[src/rtl/spike_rate_decoder_pkg.sv]
// Shared types and helpers for the spike-rate decoder: FSM states, default
// sizing and the saturating increment used by the per-neuron counters.
package spike_rate_decoder_pkg;

  typedef enum logic [1:0] {
    ACC,
    SCAN,
    HOLD
  } state_e;

  localparam int unsigned DEF_N_NEURONS = 4;
  localparam int unsigned DEF_T_WINDOW  = 250;
  localparam int unsigned DEF_CNT_W     = 8;

  function automatic logic [31:0] sat_inc(input logic [31:0] v,
                                          input logic        inc,
                                          input logic [31:0] maxv);
    if (inc && (v < maxv)) return v + 32'd1;
    return v;
  endfunction

endpackage

[src/rtl/spike_rate_decoder_counter.sv]
// Per-neuron spike counter: saturating count on en, clr wins over increment.
module spike_counter
  import spike_rate_decoder_pkg::*;
#(
  parameter int unsigned CNT_W = DEF_CNT_W
) (
  input  logic             clk,
  input  logic             rst,
  input  logic             en,
  input  logic             spike,
  input  logic             clr,
  output logic [CNT_W-1:0] cnt
);

  localparam logic [31:0] CNT_MAX = 32'((64'd1 << CNT_W) - 64'd1);

  logic [CNT_W-1:0] cnt_q, cnt_d;

  always_comb begin
    cnt_d = cnt_q;
    if (clr) begin
      cnt_d = '0;
    end else if (en) begin
      cnt_d = CNT_W'(sat_inc(32'(cnt_q), spike, CNT_MAX));
    end
  end

  always_ff @(posedge clk) begin
    if (rst) cnt_q <= '0;
    else     cnt_q <= cnt_d;
  end

  assign cnt = cnt_q;

endmodule

[src/rtl/spike_rate_decoder.sv]
// Spike-rate decoder: counts spikes per neuron over a window of en cycles,
// snapshots the counts and scans them sequentially for the argmax winner.
module spike_rate_decoder
  import spike_rate_decoder_pkg::*;
#(
  parameter int unsigned N_NEURONS = DEF_N_NEURONS,
  parameter int unsigned T_WINDOW  = DEF_T_WINDOW,
  parameter int unsigned CNT_W     = DEF_CNT_W,
  parameter int unsigned IDX_W     = $clog2(N_NEURONS)
) (
  input  logic                       clk,
  input  logic                       rst,
  input  logic                       en,
  input  logic [N_NEURONS-1:0]       spikes,
  input  logic                       res_ready,
  output logic                       res_valid,
  output logic [IDX_W-1:0]           winner_idx,
  output logic [CNT_W-1:0]           winner_cnt,
  output logic                       tie,
  output logic [N_NEURONS*CNT_W-1:0] counts_flat,
  output logic                       overrun
);

  localparam int unsigned      TICK_W    = $clog2(T_WINDOW);
  localparam logic [TICK_W-1:0] TICK_LAST = TICK_W'(T_WINDOW - 1);
  localparam logic [IDX_W-1:0]  PTR_LAST  = IDX_W'(N_NEURONS - 1);
  localparam logic [31:0]       CNT_MAX   = 32'((64'd1 << CNT_W) - 64'd1);

  logic [TICK_W-1:0] tick_q, tick_d;
  logic              win_end;

  logic [N_NEURONS-1:0][CNT_W-1:0] live_cnt;
  logic [N_NEURONS-1:0][CNT_W-1:0] live_snap;
  logic [N_NEURONS-1:0][CNT_W-1:0] snap_q, snap_d;

  state_e           state_q, state_d;
  logic [IDX_W-1:0] ptr_q, ptr_d;
  logic [IDX_W-1:0] idx_q, idx_d;
  logic [CNT_W-1:0] best_q, best_d;
  logic             tie_q, tie_d;
  logic             valid_q, valid_d;
  logic             ovr_q, ovr_d;

  assign win_end = en && (tick_q == TICK_LAST);

  always_comb begin
    tick_d = tick_q;
    if (en) tick_d = win_end ? '0 : tick_q + TICK_W'(1);
  end

  // Live counters clear on the window-end edge; the snapshot folds that
  // cycle's spike in combinationally so it is not lost.
  for (genvar g = 0; g < N_NEURONS; g++) begin : g_cnt
    spike_counter #(
      .CNT_W(CNT_W)
    ) u_cnt (
      .clk  (clk),
      .rst  (rst),
      .en   (en),
      .spike(spikes[g]),
      .clr  (win_end),
      .cnt  (live_cnt[g])
    );
    assign live_snap[g] = CNT_W'(sat_inc(32'(live_cnt[g]), spikes[g], CNT_MAX));
  end

  always_comb begin
    state_d = state_q;
    snap_d  = snap_q;
    ptr_d   = ptr_q;
    idx_d   = idx_q;
    best_d  = best_q;
    tie_d   = tie_q;
    valid_d = valid_q;
    ovr_d   = ovr_q;
    unique case (state_q)
      ACC: begin
        if (win_end) begin
          snap_d  = live_snap;
          best_d  = live_snap[0];
          idx_d   = '0;
          tie_d   = 1'b0;
          ptr_d   = IDX_W'(1);
          state_d = SCAN;
        end
      end
      SCAN: begin
        if (snap_q[ptr_q] > best_q) begin
          best_d = snap_q[ptr_q];
          idx_d  = ptr_q;
          tie_d  = 1'b0;
        end else if (snap_q[ptr_q] == best_q) begin
          tie_d = 1'b1;
        end
        ptr_d = ptr_q + IDX_W'(1);
        if (ptr_q == PTR_LAST) begin
          state_d = HOLD;
          valid_d = 1'b1;
        end
      end
      HOLD: begin
        if (valid_q && res_ready) begin
          state_d = ACC;
          valid_d = 1'b0;
        end
      end
      default: state_d = ACC;
    endcase
    if (win_end && (state_q != ACC)) ovr_d = 1'b1;
  end

  always_ff @(posedge clk) begin
    if (rst) begin
      state_q <= ACC;
      tick_q  <= '0;
      snap_q  <= '0;
      ptr_q   <= '0;
      idx_q   <= '0;
      best_q  <= '0;
      tie_q   <= 1'b0;
      valid_q <= 1'b0;
      ovr_q   <= 1'b0;
    end else begin
      state_q <= state_d;
      tick_q  <= tick_d;
      snap_q  <= snap_d;
      ptr_q   <= ptr_d;
      idx_q   <= idx_d;
      best_q  <= best_d;
      tie_q   <= tie_d;
      valid_q <= valid_d;
      ovr_q   <= ovr_d;
    end
  end

  assign res_valid   = valid_q;
  assign winner_idx  = idx_q;
  assign winner_cnt  = best_q;
  assign tie         = tie_q;
  assign counts_flat = snap_q;
  assign overrun     = ovr_q;

endmodule

[config.mk]
export PLATFORM = sky130hd
export DESIGN_NAME = spike_rate_decoder
export DESIGN_NICKNAME = d
export VERILOG_FILES = /design/src/rtl/spike_rate_decoder_pkg.sv /design/src/rtl/spike_rate_decoder_counter.sv /design/src/rtl/spike_rate_decoder.sv
export SDC_FILE = /design/constraint.sdc
export NUM_CORES = 1
export LEC_CHECK = 0
export ABC_CLOCK_PERIOD_IN_PS = 4300
export CAP_MARGIN = 10
export CORE_MARGIN = 2
export CORE_UTILIZATION = 45
export CTS_BUF_LIST = sky130_fd_sc_hd__clkbuf_16
export CTS_CLUSTER_DIAMETER = 150
export DETAILED_ROUTE_END_ITERATION = 12
export MAX_ROUTING_LAYER = met4
export PLACE_DENSITY_LB_ADDON = 0.08
export SLEW_MARGIN = 20
export SYNTH_ARGS = -nofsm -noshare
export SYNTH_HDL_FRONTEND = slang
export SYNTH_SLANG_ARGS = --single-unit
[constraint.sdc]
create_clock -name clk -period 4.3 [get_ports clk]
set_clock_uncertainty 0.1 [all_clocks]
set_input_delay 0.645 -clock clk [delete_from_list [all_inputs] [get_ports clk]]
set_output_delay 0.645 -clock clk [all_outputs]
set_load 0.01 [all_outputs]
==> results list <==
- From synthesis to final layout, the design area changed by 17.2%.
- R2R depth: 7
- Remaining design rule violation count: 0
- Starting density of the core: 46.1%
- For the worst-skew pair, the clock arrives at the later sink with an insertion delay of 0.35 ns.
* Number of buffers and inverters on the critical path: 0
- Setup violations remaining at the end of the flow were counted as 0.
- Number of DRC markers in iteration 0: 168
* Number of distinct standard cells referenced by the synthesized netlist: 59
- The routed design has 12000 um of wire.
- Data arrives at the worst endpoint at 3.38 ns.
- The worst hold path was traced through 2 stages.
- Buffers inserted during clock tree synthesis total 9.
- Number of antenna violations at the first check in global routing: 0
* Clock tree from TritonCTS: yes
* Cell area after layout: 5520 um^2
- Post-DP HPWL: 8580 um
- Row count: 37
- Antenna Violating Nets Remaining: 0
- Area share of the largest cell type after synthesis: 37.8%
- Max-cap violations in this run came to 0.
- The congestion estimate from routability-driven global placement came to 0.899.
- Number of warning messages in the yosys log: 0
- Number of iterations in the first detailed-routing pass: 5
* Height of the chip: 106 um
- Using the TritonRoute via totals, the vias-per-cell ratio works out to 5.69.
- By area the synthesized netlist is led by sky130_fd_sc_hd__dfxtp_1 38%, sky130_fd_sc_hd__nor2_1 5.7%, sky130_fd_sc_hd__a21oi_1 4.6%.
* Number of cells on the critical path: 7
- Share of the cycle needed by the critical path after routing: 75.3%
- Rel. slew slack: 41.6%
- Counting the fill cells in the layout gives 961.
- Setup TNS: 0 ns
* Cell Pwr Density: 292 nW/um^2
- Fraction of final layout cells sized beyond drive strength 1: 8.58%
* Outcome: complete, no violations
- The floorplan step set the die width to 106 um.
- Placeable core region: 10200 um^2
- Unrepaired setup endpoints after global routing: false
- Register area: 1780 um^2
- Sequential element share of the synthesized area: 37.8%
- For this run, the total global-route usage over all layers was measured as 23.4%.
- Max-slew violation count: 0
* Critical Path Max Stage Delay: 0.69 ns
- STA puts the critical path data required time at 4.44 ns.
- Number of global-route vias before repair: 3893
- Maximum number of pins on one net before global-route repair: 49
- The H-tree was split into 3 levels.
- Gates resized during post-CTS repair numbered 0.
- After detailed placement, the total cell area comes to 5270 um^2.
- Counting every instance in the synthesized netlist gives 542.
* Nets: 601
* Global-route wire length before repair: 20100 um
- Final hold slack: 0.392 ns
- Lkg Pwr: 1.77 nW
- Average cell area after synthesis: 8.70 um^2
- Clock tree synthesis found a total of 89 sinks.
- In the final layout, the multi-input gates occupy 2720 um^2.
- Among cell families on the critical path, the largest total delay comes from multiplexers.
* Antenna cells: 0
- Cell count after placement: 703
* Async SR Flop Fraction: 0%
* Flip-flop and latch count after synthesis: 89
* CTS Buffer Depth: 2
- Minimum clock period after layout: 3.24 ns
- Total number of vias: 4089
- The critical path is of the flop to flop type.
- Walking the worst path, the cells encountered are mux4_2 > ha_1 > nand4_2 > nor2_2 > a211oi_2 > nor3_4 > mux2_2.
* Top fanout value on the critical path: 12
- Clock Tree Root: sky130_fd_sc_hd__clkbuf_16
* Final standard cell utilization of the core: 54.0%
- The number of endpoints with negative hold slack in the final report is 0.
- Critical-path top delay cell: sky130_fd_sc_hd__dfxtp_1
- In this run, synthesis inferred 0 flip-flops with an integrated enable.
- For this run the aggregate overflow at the end of global routing stands at 0.
- Syn_nets: 565
- IO Count: 53
- Summed over all instances, the cell type with the most area after synthesis is sky130_fd_sc_hd__dfxtp_1.
- Post-CTS clock slew at the launch and capture registers of the worst setup and hold paths: 0.06 ns
- Post-CTS Hold Buffers: 0
* Pin slew with the least headroom to its limit: 0.874 ns
- Wire length per cell after detailed routing: 16.8 um
- Buffers placed on the I/O ports in this run total 52.
- Total die area: 11300 um^2
* Post-CTS Setup Bufs: 0
- Static timing analysis puts the maximum clock frequency at 0.309 GHz.
* Number of non-filler instances in the completed layout: 719
- Min-Delay Path Class: flop to flop
- Post-synth top flop: sky130_fd_sc_hd__dfxtp_1
* Largest voltage drop on the vdd net: 0.189 mV
* Critical path startpoint category: flop
- STA classifies the critical path endpoint as a flop.
- Combined area of all synthesized cells: 4710 um^2
-- report_power, final --
part | switching, mW | internal (mW) | leakage (nW)
clock network | 0.317 | 0.380 | 0.136
logic | 0.0492 | 0.0270 | 0.919
registers | 0.0104 | 0.831 | 0.718
total | 0.376 | 1.24 | 1.77
-- cells in the final DEF (no fill, tap or decap), types with 4 or more instances in the layout --
cell type,instances
sky130_fd_sc_hd__dfxtp_1,89
sky130_fd_sc_hd__nor2_1,72
sky130_fd_sc_hd__clkdlybuf4s50_1,51
sky130_fd_sc_hd__a21oi_1,43
sky130_fd_sc_hd__nand2_1,42
sky130_fd_sc_hd__o21ai_0,31
sky130_fd_sc_hd__nand3_1,20
sky130_fd_sc_hd__or3_1,20
sky130_fd_sc_hd__xnor2_1,19
sky130_fd_sc_hd__inv_1,17
sky130_fd_sc_hd__ha_1,15
sky130_fd_sc_hd__nor3_1,13
sky130_fd_sc_hd__xor2_1,12
sky130_fd_sc_hd__a311oi_1,11
sky130_fd_sc_hd__a211oi_1,10
sky130_fd_sc_hd__nand4_1,9
sky130_fd_sc_hd__clkbuf_16,9
sky130_fd_sc_hd__mux4_2,8
sky130_fd_sc_hd__o211ai_1,8
sky130_fd_sc_hd__mux2_2,7
sky130_fd_sc_hd__mux2i_1,6
sky130_fd_sc_hd__a31oi_1,5
sky130_fd_sc_hd__o31ai_1,4
sky130_fd_sc_hd__nand2b_1,4
-- final timing paths --
kind	from	to	slack, ns
max	ptr_q[0]	winner_cnt[7]	1.06
min	counts_flat[7]	counts_flat[7]	0.39
max reg2reg	ptr_q[0]	winner_cnt[7]	1.06
min reg2reg	counts_flat[7]	counts_flat[7]	0.39
-- cells by family after synthesis --
family	Yosys count	synth area share (%)
AND/OR/NAND/NOR	206	21.7
AO/OA/AOI/OAI	135	19.5
flip-flops	89	37.8
buffers and inverters	45	4.51
XOR/XNOR	31	5.76
multiplexers	21	6.77
adder cells (fa/ha/maj)	15	3.98
-- flip-flops by register name, summed over array words and instances (netlist names) --
name and flops:
winner_idx 2, overrun 1, winner_cnt 8, counts_flat 32
ptr_q 2, g_cnt.u_cnt.cnt 32, tie 1, tick_q 8
res_valid 1, state_q 2
-- cells in the mapped netlist (2+ instances only) --
| master | n |
|---|---|
| sky130_fd_sc_hd__dfxtp_1 | 89 |
| sky130_fd_sc_hd__nor2_1 | 72 |
| sky130_fd_sc_hd__a21oi_1 | 43 |
| sky130_fd_sc_hd__nand2_1 | 42 |
| sky130_fd_sc_hd__o21ai_0 | 32 |
| sky130_fd_sc_hd__nand3_1 | 20 |
| sky130_fd_sc_hd__or3_1 | 20 |
| sky130_fd_sc_hd__xnor2_1 | 19 |
| sky130_fd_sc_hd__ha_1 | 15 |
| sky130_fd_sc_hd__inv_1 | 15 |
| sky130_fd_sc_hd__clkbuf_1 | 13 |
| sky130_fd_sc_hd__nor3_1 | 13 |
| sky130_fd_sc_hd__xor2_1 | 12 |
| sky130_fd_sc_hd__a311oi_1 | 11 |
| sky130_fd_sc_hd__a211oi_1 | 10 |
| sky130_fd_sc_hd__buf_2 | 10 |
| sky130_fd_sc_hd__nand4_1 | 9 |
| sky130_fd_sc_hd__mux4_2 | 8 |
| sky130_fd_sc_hd__o211ai_1 | 8 |
| sky130_fd_sc_hd__mux2_2 | 7 |
| sky130_fd_sc_hd__mux2i_1 | 6 |
| sky130_fd_sc_hd__a31oi_1 | 5 |
| sky130_fd_sc_hd__buf_4 | 4 |
| sky130_fd_sc_hd__nand2b_1 | 4 |
| sky130_fd_sc_hd__o31ai_1 | 4 |
| sky130_fd_sc_hd__a21o_1 | 3 |
| sky130_fd_sc_hd__and3_1 | 3 |
| sky130_fd_sc_hd__and4_1 | 3 |
| sky130_fd_sc_hd__nand3_2 | 3 |
| sky130_fd_sc_hd__nand3b_1 | 3 |
| sky130_fd_sc_hd__nor2b_1 | 3 |
| sky130_fd_sc_hd__o311ai_2 | 3 |
| sky130_fd_sc_hd__o31a_1 | 3 |
| sky130_fd_sc_hd__buf_6 | 2 |
-- metal layers --
layer,global-route usage (%),wire (um),vias up
li1,-,-,2043
met1,31.4,5870,1918
met2,35.6,5420,110
met3,3.80,515,18
met4,8.83,248,0
met5,-,0,-
-- final cells by class --
type | instances | area share, %
clock buffer | 9 | 4.08
clock inverter | 7 | 0.544
inverter | 15 | 1.02
multi-input combinational | 408 | 49.3
sequential | 89 | 32.3
tap | 136 | 3.08
timing repair buffer | 55 | 9.74
-- tightest hold or removal path, delay by kind of cell, from the launching register on --
kind,cells,cell delay [ns]
flip-flops,1,0.33
AO/OA/AOI/OAI,1,0.05
AND/OR/NAND/NOR,1,0.06
-- metrics by stage --
step                setup slack [ns]  power, mW
finish                          1.06       1.61
global route                   0.875       1.68
CTS                             1.04       1.63
detailed placement              1.03      0.937
global placement                1.15      0.935
floorplan                       1.44      0.911
Note: power is estimated with default switching activity, not from simulation.
